## config.mk

```make
export PLATFORM = sky130hd
export DESIGN_NAME = mult_arbiter
export DESIGN_NICKNAME = d
export VERILOG_FILES = /design/src/rtl/mult_arbiter.sv
export SDC_FILE = /design/constraint.sdc
export NUM_CORES = 1
export LEC_CHECK = 0
export ABC_CLOCK_PERIOD_IN_PS = 5700
export CAP_MARGIN = 0
export CORE_MARGIN = 1.5
export CORE_UTILIZATION = 35
export DETAILED_ROUTE_END_ITERATION = 12
export GPL_TIMING_DRIVEN = 0
export HOLD_SLACK_MARGIN = 0.02
export PLACE_DENSITY = 0.93
export SLEW_MARGIN = 15
export SYNTH_ARGS = -nofsm -noshare
export SYNTH_HDL_FRONTEND = slang
export SYNTH_SLANG_ARGS = --single-unit
```

## constraint.sdc

```tcl
create_clock -name clk -period 5.7 [get_ports clk]
set_input_delay 1.14 -clock clk [delete_from_list [all_inputs] [get_ports clk]]
set_output_delay 1.14 -clock clk [all_outputs]
set_load 0.02 [all_outputs]
```

## src/rtl/mult_arbiter.sv

```systemverilog
// Round-robin front end that shares one pipelined multiplier among N_REQ requesters
// and returns each product tagged with the ID of the requester that issued it.
module mult_arbiter #(
    parameter int N_REQ = 4,
    parameter int M_W   = 8,
    parameter int N_W   = 8,
    parameter int LAT   = 3
) (
    input  logic                      clk,
    input  logic                      rst,
    input  logic [N_REQ-1:0]          req_valid,
    output logic [N_REQ-1:0]          req_ready,
    input  logic [N_REQ*M_W-1:0]      req_a,
    input  logic [N_REQ*N_W-1:0]      req_b,
    output logic [M_W-1:0]            mul_a,
    output logic [N_W-1:0]            mul_b,
    input  logic [M_W+N_W-1:0]        mul_out,
    output logic                      rsp_valid,
    output logic [$clog2(N_REQ)-1:0]  rsp_id,
    output logic [M_W+N_W-1:0]        rsp_data,
    output logic                      busy
);

    localparam int ID_W = $clog2(N_REQ);

    logic [M_W-1:0]  req_a_arr [N_REQ];
    logic [N_W-1:0]  req_b_arr [N_REQ];

    for (genvar i = 0; i < N_REQ; i++) begin : g_unpack
        assign req_a_arr[i] = req_a[i*M_W +: M_W];
        assign req_b_arr[i] = req_b[i*N_W +: N_W];
    end

    logic [ID_W-1:0] ptr_q, ptr_d;
    logic [M_W-1:0]  mul_a_q, mul_a_d;
    logic [N_W-1:0]  mul_b_q, mul_b_d;
    // Stage 0 runs alongside the operand register, stages 1..LAT alongside the multiplier.
    logic [LAT:0]            tag_vld_q, tag_vld_d;
    logic [LAT:0][ID_W-1:0]  tag_id_q, tag_id_d;

    logic            grant_found;
    logic [ID_W-1:0] grant_idx;
    logic [ID_W-1:0] scan_idx;

    // NOTE: combinational blocks use blocking assignments with every output defaulted
    // first, so no path leaves a variable unassigned and no latch is inferred.
    always_comb begin
        grant_found = 1'b0;
        grant_idx   = '0;
        scan_idx    = '0;
        for (int off = 0; off < N_REQ; off++) begin
            scan_idx = ID_W'((int'(ptr_q) + off) % N_REQ);
            if (!grant_found && req_valid[scan_idx]) begin
                grant_found = 1'b1;
                grant_idx   = scan_idx;
            end
        end
        if (rst) begin
            grant_found = 1'b0;
        end
        req_ready = grant_found ? (N_REQ'(1) << grant_idx) : '0;
    end

    always_comb begin
        ptr_d     = ptr_q;
        mul_a_d   = mul_a_q;
        mul_b_d   = mul_b_q;
        tag_vld_d = {tag_vld_q[LAT-1:0], grant_found};
        tag_id_d  = {tag_id_q[LAT-1:0], grant_idx};
        if (grant_found) begin
            ptr_d   = (grant_idx == ID_W'(N_REQ - 1)) ? '0 : grant_idx + 1'b1;
            mul_a_d = req_a_arr[grant_idx];
            mul_b_d = req_b_arr[grant_idx];
        end
    end

    // NOTE: sequential state uses non-blocking assignments so every register samples
    // the pre-edge value of every other register.
    always_ff @(posedge clk) begin
        if (rst) begin
            ptr_q     <= '0;
            mul_a_q   <= '0;
            mul_b_q   <= '0;
            tag_vld_q <= '0;
        end else begin
            ptr_q     <= ptr_d;
            mul_a_q   <= mul_a_d;
            mul_b_q   <= mul_b_d;
            tag_vld_q <= tag_vld_d;
        end
    end

    // NOTE: tag IDs are qualified by their valid bits, so they carry no reset and
    // stay in their own block rather than picking up a reset-dependent enable.
    always_ff @(posedge clk) begin
        tag_id_q <= tag_id_d;
    end

    assign mul_a     = mul_a_q;
    assign mul_b     = mul_b_q;
    assign rsp_valid = tag_vld_q[LAT];
    assign rsp_id    = tag_id_q[LAT];
    assign rsp_data  = mul_out;
    assign busy      = |tag_vld_q;

endmodule

```

### Yosys cells after proc, flatten, opt, wreduce, memory -nomap -nowiden

Cells that the tools add are included.

* flip-flop bits (word level): 30
* bits of input ports: 86

* mux-type cells: 25
* $add $sub $neg: 4
* order comparisons: 5
* reduce and logical (&&, ||, !) cells: 7
* bitwise gates (word level): 1
* shifts and indexed selects: 1
* equal/unequal tests: 1

Operator list (count)
* $bmux W8 S2: 2
* $mux W8: 4
* $lt A2 B3 Y1 const B: 4
* $mux W2: 5
* $mux W1: 9
* $bmux W1 S2: 4
* $add A2 B1 Y2 const B: 2
* $add A2 B2 Y2 const B: 2
* $mux W4: 1
* $reduce_or A4 Y1: 1
* $shl A1 B2 Y4 const A: 1
* $ge A3 B3 Y1 const B: 1
* $logic_and A1 B1 Y1: 3
* $logic_not A1 Y1: 3
* $not A2 Y3: 1
* $eq A2 B2 Y1 const B: 1

### Longest topological paths before layout

Gate-level depths: netlist of the first run.

* depth in word-level cells: 16
* mapped depth: 7
* mapped depth without buffers: 6

### Least setup slack after synthesis of the first run

OpenSTA, ideal clock, no wires.

* kind: input to output
* start point: input port req_valid[2]
* end point: output port req_ready[0]
* data required time: 4560 ps
* path slack: 2180 ps
* buffers on the path: 1
* stages on the path: 6
* arrival: 2380 ps
* path through: nor2b_1 -> a211o_1 -> nand2_2 -> inv_2 -> buf_6 -> nor3_1

* word-level cells in the longest chain between the ends: 14
* elaborated cells between the ends (all ways): 25
* those cells by class: shift: 1; mux: 18; reduce/logical: 6

RTL lines
* start, declared: line 11 `input logic [N_REQ-1:0] req_valid,`
* $bmux W1 S2: line 53 `if (!grant_found && req_valid[scan_idx]) begin`
* $mux W1 (not written as such): line 53
* $mux W1: line 53
* $logic_not A1 Y1: line 53
* $logic_and A1 B1 Y1: line 53
* $mux W1: line 53
* $logic_not A1 Y1: line 53
* $logic_and A1 B1 Y1: line 53
* $mux W1: line 53
* $logic_not A1 Y1: line 53
* $logic_and A1 B1 Y1: line 53
* $mux W2 *: line 53
* net grant_idx[1]: line 42 `logic [ID_W-1:0] grant_idx;`
* $shl A1 B2 Y4 *: line 61 `req_ready = grant_found ? (N_REQ'(1) << grant_idx) : '0;`
* $mux W4 *: line 61
* end, declared: line 12 `output logic [N_REQ-1:0] req_ready,`

The timed path passes the listed nets; every way through them passes the cells marked *. The select of a mux whose other input is x is not followed.

### Final worst setup path of the first run

* start point: input port req_valid[0]
* end point: output port req_ready[3]

The elaborated chain is that of the path after synthesis.

==> results of run 1 <==
## synthesized netlist by cell type, drive strengths merged
cell type / count / share of area (%)
dfxtp: 30 / 35
buf: 21 / 9.2
and3: 19 / 6.8
a21boi: 16 / 6.9
a221o: 16 / 9.2
mux2: 16 / 14
o21a: 16 / 6.9
nor2b: 8 / 2.9
clkbuf: 7 / 1.6
nand2: 4 / 1.0
nor2: 4 / 0.86
inv: 2 / 0.43
nand2b: 2 / 0.72
nor3: 2 / 0.58
o21bai: 2 / 0.86
or4: 2 / 1.1
a211o: 1 / 0.50
a311oi: 1 / 0.50
a31oi: 1 / 0.72
and3b: 1 / 0.50
o21ai: 1 / 0.29
## report_power, final
| group | total (mW) | internal, mW | leakage (nW) | switching (mW) |
|---|---|---|---|---|
| sequential | 0.264 | 0.247 | 0.250 | 0.0173 |
| clock | 0.268 | 0.186 | 0.0714 | 0.0819 |
| combinational | 0.330 | 0.186 | 0.970 | 0.144 |
## area by class of cell
class	count	share of cell area [%]
Tap cell	67	2.74
Multi-Input combinational cell	112	30.8
Buffer	28	6.14
Clock inverter	2	1.97
Sequential cell	30	19.7
Clock buffer	6	2.70
Inverter	2	0.246
Timing Repair Buffer	109	35.7
## cell families (layout without fill, tap and decap cells)
kind of cell	Yosys count	in the layout	synth area share, %
compound gates	54	54	25.9
flops	30	30	34.6
mux	16	16	13.8
simple gates	42	42	14.5
buf+inv	30	147	11.2
## routing by layer
metal	GRT usage [%]	wire length, µm	vias up
met5	0	0	-
met4	5.76	80	0
met3	5.35	357	10
met2	35.0	2780	85
met1	22.2	2080	823
li1	-	-	852
## flip-flops by register name, indices dropped and copies added (netlist names)
| register | flops |
|---|---|
| mul_b | 8 |
| tag_vld_q | 4 |
| mul_a | 8 |
| tag_id_d | 6 |
| ptr_q | 2 |
| rsp_id | 2 |
## metrics by stage
step	hold WS (ns)	std cells
after floorplan	0.310	172
after global placement	0.310	348
after detailed placement	0.312	348
after CTS	0.328	356
after global routing	0.336	356
final	0.329	356
## path summary, 6_finish.rpt
| check | from | endpoint | cells after the start |
|---|---|---|---|
| min reg2reg | tag_id_d[6] | rsp_id[0] | 0 |
| max reg2reg | ptr_q[1] | mul_b[7] | 7 |
| max | req_valid[0] | req_ready[3] | 8 |
| min | tag_id_d[6] | rsp_id[0] | 0 |
## worst reg2reg max path: stages, from the launching register on
cell and delay [ns]:
dfxtp_1 0.42, nand2_1 0.07, a211o_1 0.39, nand2_2 0.14
inv_2 0.05, buf_6 0.15, mux2_4 0.31, a221o_1 0.29
==> qor.csv, run 1 <==
stage;metric;value;unit
routing;wl_per_cell;14.9;µm
clock_tree;cts_sinks;30;
sta;hold_viol_final;0;
sta;setup_slack;1.26;ns
die;die_area;5400;µm²
die;die_height;73.5;µm
setup_path;crit_family;buffers and inverters;
die;ios;126;
finish;final_cell_mix;109 x clkdlybuf4s50_1, 30 x dfxtp_1, 19 x and3_1;
setup_path;worst_ep_arrival_time;3.30;ns
die;coreArea;4750;µm²
yosys;synthCells;172;
finish;layout.nets;374;
routing;drtPass1Iterations;4;
die;start_util;36.6;%
yosys;ys_seq_elements;30;
setup_path;cp.required;4.56;ns
setup_path;end_kind;output pin;
sta;finClkSkew;0.00731;ns
clock_tree;htree_levels;2;
setup_path;cp_common_cell;clkdlybuf4s50_1;
setup_path;rrSetupSlack;3.75;ns
global_routing;grt_pass1_wl;8060;µm
sta;clock.fmax;225;MHz
placed_design;gp_congestion;0.802;
clock_tree;cts-resized-gates;0;
finish;fill_cells;411;
placed_design;place_area;2910;µm²
clock_tree;clkTransAtPathRegs;0.06;ns
sta;tns;0;ns
run;cap_violations;0;
setup_path;critPathLaunchType;input pin;
clock_tree;tritoncts;done;
sta;fin_crit;4.44;ns
placed_design;portBuffers;109;
setup_path;crit_fanout;10;
global_routing;antenna_found_initial;0;
pwr;p_per_area;282;nW/µm²
finish;finalInstanceArea;3060;µm²
setup_path;slowest_stage;clkdlybuf4s50_1;
pwr;p_leak;1.29;nW
setup_path;critPathKind;input pin to output pin;
placed_design;hpwl;4100;µm
routing;post-route-drc-count;0;
sta;setup_viol;0;
setup_path;path_buf_inv;4;
clock_tree;clk_path_buf_depth;2;
global_routing;grt_pass1_vias;1797;
yosys;yosysSeqAreaShare;34.6;%
sta;tightest_slew;0.558;ns
finish;area_growth_syn_to_layout;75.8;%
global_routing;grt_max_degree;11;
pwr;p_total;862;µW
die;placementRows;25;
routing;vias;1770;
finish;final_common_cell;clkdlybuf4s50_1;
finish;fin_util;64.3;%
placed_design;pre_cts_ws;1.26;ns
sta;period_share;77.9;%
setup_path;slowest_delay;0.60;ns
pwr;irDropWorstVdd;0.000133;V
global_routing;grt.overflow.total;0;
sta;slew-limit-headroom;62.7;%
yosys;synth_warnings;0;
yosys;syn_area_per_cell;10.1;µm²
finish;n_antenna_cell;0;
clock_tree;post_cts_buffers;0;
clock_tree;cts-root-buf;clkbuf_8;
die;die_w;73.5;µm
routing;wl;5300;µm
clock_tree;hold_buffers;0;
setup_path;path_cells;clkdlybuf4s50_1, nor2b_1, o21bai_1, nand2_2, inv_2, buf_6, and3_1, clkdlybuf4s50_1;
routing;routed_via_density;4.97;
global_routing;grtUsageTotal;19.4;%
routing;drt-initial-drc-count;45;
finish;drive_above_1_share;17.3;%
clock_tree;clk_latency;0.28;ns
routing;drtAntennaViolNets;0;
yosys;netlist_area;1740;µm²
clock_tree;cts_made_buffers;5;
worst_hold_path;min_path_type;flop to flop;
sta;slew_violations;0;
finish;register_area;601;µm²
finish;multi_input_area;942;µm²
status;outcome;finished, final reports clean;
sta;rsz0062_at_grt;no;
yosys;synth_fp_nets;258;
yosys;synth.distinct_cells;27;
Power figures use the tool's default switching activity.
==> inputs of run 2 (changes only) <==
--- a/config.mk
+++ b/config.mk
@@ -5,14 +5,14 @@
 export SDC_FILE = /design/constraint.sdc
 export NUM_CORES = 1
 export LEC_CHECK = 0
-export ABC_CLOCK_PERIOD_IN_PS = 5700
+export ABC_CLOCK_PERIOD_IN_PS = 3900
 export CAP_MARGIN = 0
 export CORE_MARGIN = 1.5
-export CORE_UTILIZATION = 35
+export CORE_UTILIZATION = 31
 export DETAILED_ROUTE_END_ITERATION = 12
 export GPL_TIMING_DRIVEN = 0
 export HOLD_SLACK_MARGIN = 0.02
-export PLACE_DENSITY = 0.93
+export PLACE_DENSITY = 0.87
 export SLEW_MARGIN = 15
 export SYNTH_ARGS = -nofsm -noshare
 export SYNTH_HDL_FRONTEND = slang
==> constraint.sdc (replaced) <==
create_clock -name clk -period 3.9 [get_ports clk]
set_input_delay 0.78 -clock clk [delete_from_list [all_inputs] [get_ports clk]]
set_output_delay 0.78 -clock clk [all_outputs]
set_load 0.02 [all_outputs]
==> qor.csv, run 2 (synthesized netlist as in run 1, its figures left out) <==
stage;metric;value;unit
status;outcome;finished, final reports clean;
die;die_height;77.9;µm
clock_tree;tritoncts;done;
global_routing;grtUsageTotal;16.9;%
routing;wl;5260;µm
pwr;pwr-share-comb;42.6;%
die;die_area;6060;µm²
run;cap_violations;0;
setup_path;path_cells;clkdlybuf4s50_1, nor2b_1, o21bai_1, nand2_2, inv_2, buf_6, and3_1, clkdlybuf4s50_1;
pwr;p_per_area;373;nW/µm²
setup_path;end_kind;output pin;
clock_tree;post_cts_buffers;0;
sta;slew_violations;0;
sta;hold_viol_final;0;
finish;final_common_cell;clkdlybuf4s50_1;
pwr;p_clk_share;23.1;%
routing;drtAntennaViolNets;0;
setup_path;path_depth;8;
pwr;irDropWorstVdd;0.000167;V
setup_path;crit_path_end;req_ready[3];
sta;fin_crit;3.67;ns
setup_path;crit_fanout;10;
global_routing;grt_pass1_vias;1731;
sta;tightest_slew;0.511;ns
routing;post-route-drc-count;0;
placed_design;pre_cts_ws;0.203;ns
pwr;p_leak;1.27;nW
global_routing;met2_usage;31.1;%
die;start_util;31.8;%
die;ios;126;
setup_path;critPathKind;input pin to output pin;
finish;n_antenna_cell;0;
global_routing;grt_use_met3;4.00;%
setup_path;path_buf_inv;4;
finish;layout.nets;374;
setup_path;crit_family;buffers and inverters;
pwr;swShare;31.1;%
pwr;p_total;1.12;mW
finish;finalInstanceArea;3010;µm²
sta;period_share;94.2;%
die;die_w;77.9;µm
worst_hold_path;min_path_type;flop to flop;
clock_tree;hold_buffers;0;
sta;slew-limit-headroom;65.8;%
routing;routed_via_density;4.86;
sta;setup_viol;0;
setup_path;cp.required;3.12;ns
clock_tree;clk_path_buf_depth;2;
setup_path;timing.rr.end;mul_a[4];
clock_tree;cts-resized-gates;0;
clock_tree;cts_made_buffers;5;
setup_path;slowest_delay;0.59;ns
die;coreArea;5470;µm²
clock_tree;cts-root-buf;clkbuf_8;
clock_tree;clkTransAtPathRegs;0.07;ns
placed_design;gp_congestion;0.794;
pwr;internal-power;774;µW
setup_path;cp-startpoint;req_valid[0];
clock_tree;cts_sinks;30;
setup_path;critPathLaunchType;input pin;
sta;finClkSkew;0.0111;ns
die;placementRows;27;
routing;wl_per_cell;14.6;µm
global_routing;grt_max_degree;11;
setup_path;reg2reg_from;ptr_q[0];
global_routing;met1_usage;18.6;%
clock_tree;clk_latency;0.27;ns
global_routing;grt.busiest_layer;met2;
placed_design;portBuffers;109;
global_routing;grt.overflow.total;0;
pwr;power.switching;350;µW
finish;drive_above_1_share;17.3;%
setup_path;reg2regPathDepth;7;
clock_tree;htree_levels;2;
sta;setup_slack;0.227;ns
sta;clock.fmax;272;MHz
sta;rsz0062_at_grt;no;
sta;tns;0;ns
placed_design;hpwl;4110;µm
pwr;seq_power_share;34.3;%
routing;drt-initial-drc-count;62;
global_routing;antenna_found_initial;0;
placed_design;place_area;2920;µm²
global_routing;grt_pass1_wl;7960;µm
setup_path;slowest_stage;clkdlybuf4s50_1;
setup_path;rrSetupSlack;1.96;ns
finish;final_cell_mix;109 x clkdlybuf4s50_1, 30 x dfxtp_1, 19 x and3_1;
finish;area_growth_syn_to_layout;73.4;%
setup_path;worst_ep_arrival_time;2.89;ns
routing;drtPass1Iterations;4;
setup_path;cp_common_cell;clkdlybuf4s50_1;
finish;fin_util;55.1;%
routing;vias;1756;
==> run 2: cell types whose count changed in the layout (fill, tap and decap cells not counted) <==
| cell | before | now |
|---|---|---|
| bufinv_16 | 2 | 0 |
| clkinv_2 | 0 | 1 |
| clkinvlp_4 | 0 | 1 |
==> run 2: stage by stage <==
step                std cells  hold WS (ns)
detailed placement        353         0.312
global placement          353         0.310
CTS                       361         0.330
finish                    361         0.330
global route              361         0.340
floorplan                 172         0.310
==> run 2: layout make-up <==
cell class                      instances  area, µm²
Timing Repair Buffer                  109       1090
Clock inverter                          2       12.5
Clock buffer                            6       82.6
Fill cell                             492       2460
Buffer                                 28        188
Tap cell                               72       90.1
Sequential cell                        30        601
Multi-Input combinational cell        112        942
Inverter                                2       7.51
==> run 2: worst min path at each step <==
stage / start / end / depth (start not counted)
6_report: tag_id_d[2] / tag_id_d[4] / 0
5_1_grt: tag_id_d[2] / tag_id_d[4] / 0
4_1_cts: tag_id_d[2] / tag_id_d[4] / 0
3_5_place_dp: tag_id_d[5] / tag_id_d[7] / 0
3_3_place_gp: tag_id_d[3] / tag_id_d[5] / 0
2_1_floorplan: tag_id_d[6] / rsp_id[0] / 0
==> run 2: routing by layer <==
layer	vias up	routed length, µm
li1	856	-
met3	8	296
met4	0	115
met1	802	2120
met5	-	0
met2	90	2730
==> run 2: worst reg2reg max path, delay by kind of cell, from the launching register on <==
kind / cells / cell delay (ns)
multiplexers: 1 / 0.32
buffers and inverters: 2 / 0.28
AND/OR/NAND/NOR: 2 / 0.22
flip-flops: 1 / 0.37
AO/OA/AOI/OAI: 2 / 0.63
==> run 2: power by group through the flow <==
stage                     logic, mW  clock network [mW]  registers [mW]
after floorplan               0.226                   0           0.431
after global placement        0.474                   0           0.389
after detailed placement      0.479                   0           0.392
after CTS                     0.481               0.267           0.386
after global routing          0.508               0.283           0.391
final                         0.478               0.260           0.386
==> inputs of run 3 (changes only) <==
--- a/config.mk
+++ b/config.mk
@@ -7,6 +7,7 @@
 export LEC_CHECK = 0
 export ABC_CLOCK_PERIOD_IN_PS = 3900
 export CAP_MARGIN = 0
+export CORE_ASPECT_RATIO = 1.4
 export CORE_MARGIN = 1.5
 export CORE_UTILIZATION = 31
 export DETAILED_ROUTE_END_ITERATION = 12
==> qor.csv, run 3 (synthesized netlist as in run 1, its figures left out) <==
stage;metric;value;unit
pwr;swShare;31.7;%
worst_hold_path;hold_path.startpoint;tag_id_d[6];
routing;post-route-drc-count;0;
sta;fin_crit;3.73;ns
finish;area_growth_syn_to_layout;72.2;%
die;ios;126;
clock_tree;cts_sinks;30;
setup_path;timing.rr.end;mul_a[4];
clock_tree;cts-root-buf;clkbuf_8;
pwr;pwr-share-comb;43.6;%
global_routing;grtUsageTotal;17.0;%
setup_path;critPathLaunchType;input pin;
clock_tree;htree_levels;2;
global_routing;grt_max_degree;11;
setup_path;crit_fanout;10;
sta;tns;0;ns
clock_tree;clk_path_buf_depth;2;
worst_hold_path;worst_hold_path.num_cells;0;
worst_hold_path;hold_end;rsp_id[0];
die;coreArea;5450;µm²
pwr;p_per_area;367;nW/µm²
setup_path;slowest_stage;clkdlybuf4s50_1;
run;cap_violations;0;
setup_path;end_kind;output pin;
routing;drtAntennaViolNets;0;
die;die_height;91.6;µm
global_routing;met2_usage;30.3;%
die;start_util;31.9;%
clock_tree;cts_made_buffers;5;
pwr;seq_power_share;35.0;%
global_routing;met1_usage;18.3;%
die;placementRows;32;
finish;final_common_cell;clkdlybuf4s50_1;
sta;finClkSkew;0.00535;ns
setup_path;cp_common_cell;clkdlybuf4s50_1;
pwr;irDropWorstVdd;0.000193;V
finish;drive_above_1_share;17.0;%
setup_path;worst_ep_arrival_time;2.95;ns
die;die_area;6070;µm²
setup_path;cp.required;3.12;ns
sta;period_share;95.7;%
setup_path;reg2reg_from;ptr_q[0];
routing;wl_per_cell;14.6;µm
sta;rsz0062_at_grt;no;
finish;layout.nets;374;
sta;setup_viol;0;
pwr;p_total;1.10;mW
pwr;internal-power;751;µW
global_routing;grt_use_met3;5.45;%
global_routing;grt.busiest_layer;met2;
routing;drtPass1Iterations;4;
setup_path;reg2regPathDepth;7;
clock_tree;tritoncts;done;
global_routing;antenna_found_initial;0;
pwr;p_clk_share;21.4;%
finish;n_antenna_cell;0;
routing;drt-initial-drc-count;65;
status;outcome;finished, final reports clean;
routing;vias;1775;
clock_tree;clkTransAtPathRegs;0.06;ns
global_routing;grt.overflow.total;0;
routing;wl;5190;µm
clock_tree;hold_buffers;0;
placed_design;portBuffers;109;
setup_path;critPathKind;input pin to output pin;
setup_path;slowest_delay;0.60;ns
sta;slew-limit-headroom;64.3;%
finish;final_cell_mix;109 x clkdlybuf4s50_1, 30 x dfxtp_1, 19 x and3_1;
die;die_w;66.3;µm
sta;clock.fmax;268;MHz
global_routing;grt_pass1_wl;8020;µm
pwr;p_leak;1.26;nW
clock_tree;clk_latency;0.28;ns
sta;tightest_slew;0.533;ns
placed_design;pre_cts_ws;0.148;ns
placed_design;gp_congestion;0.778;
sta;slew_violations;0;
sta;hold_viol_final;0;
pwr;power.switching;348;µW
worst_hold_path;min_path_type;flop to flop;
setup_path;rrSetupSlack;1.94;ns
finish;fin_util;55.0;%
global_routing;grt_pass1_vias;1773;
placed_design;hpwl;4150;µm
routing;routed_via_density;4.99;
clock_tree;cts-resized-gates;0;
setup_path;path_cells;clkdlybuf4s50_1, nor2b_1, o21bai_1, nand2_2, inv_2, buf_6, and3_1, clkdlybuf4s50_1;
clock_tree;post_cts_buffers;0;
sta;setup_slack;0.169;ns
==> run 3: cell types whose count changed in the layout (fill, tap and decap cells not counted), sizes merged <==
cell      before  now
clkbuf        13   12
clkinv         1    2
clkinvlp       1    0
==> run 3: critical path, delay by kind of cell <==
kind	cells	cell delay (ns)
AO/OA/AOI/OAI	1	0.39
buffers and inverters	4	1.31
AND/OR/NAND/NOR	3	0.47
==> run 3: per-layer routing <==
metal	routed length (µm)	vias to the layer above
li1	-	853
met3	421	9
met1	1950	820
met4	68	0
met5	0	-
met2	2740	93
==> run 3: worst max-delay path by stage <==
| stage | start | endpoint |
|---|---|---|
| 2_1_floorplan | req_valid[2] | req_ready[0] |
| 3_3_place_gp | req_valid[0] | req_ready[3] |
| 3_5_place_dp | req_valid[0] | req_ready[3] |
| 4_1_cts | req_valid[0] | req_ready[3] |
| 5_1_grt | req_valid[0] | req_ready[3] |
| 6_report | req_valid[0] | req_ready[3] |
==> run 3: cell type report <==
cell class,instances,area (µm²)
flip-flops and latches,30,601
inverters,2,7.51
clock inverters,2,10.0
plain buffers,28,188
well taps,68,85.1
fillers,499,2450
clock buffers,5,68.8
repair buffers,109,1090
multi-input cells,112,942
==> run 3: power by group through the flow <==
stage | clock network, mW | logic [mW] | registers, mW
after global routing | 0.259 | 0.513 | 0.390
after floorplan | 0 | 0.226 | 0.431
after global placement | 0 | 0.473 | 0.390
final | 0.235 | 0.479 | 0.385
after detailed placement | 0 | 0.483 | 0.390
after CTS | 0.247 | 0.484 | 0.385
==> run 3: per-stage QoR <==
stage,hold WS [ns],instance area (µm²),std cells
3_5_place_dp,0.312,2910,349
3_3_place_gp,0.310,2910,349
2_1_floorplan,0.310,1740,172
6_report,0.325,2990,356
4_1_cts,0.326,2990,356
5_1_grt,0.331,2990,356
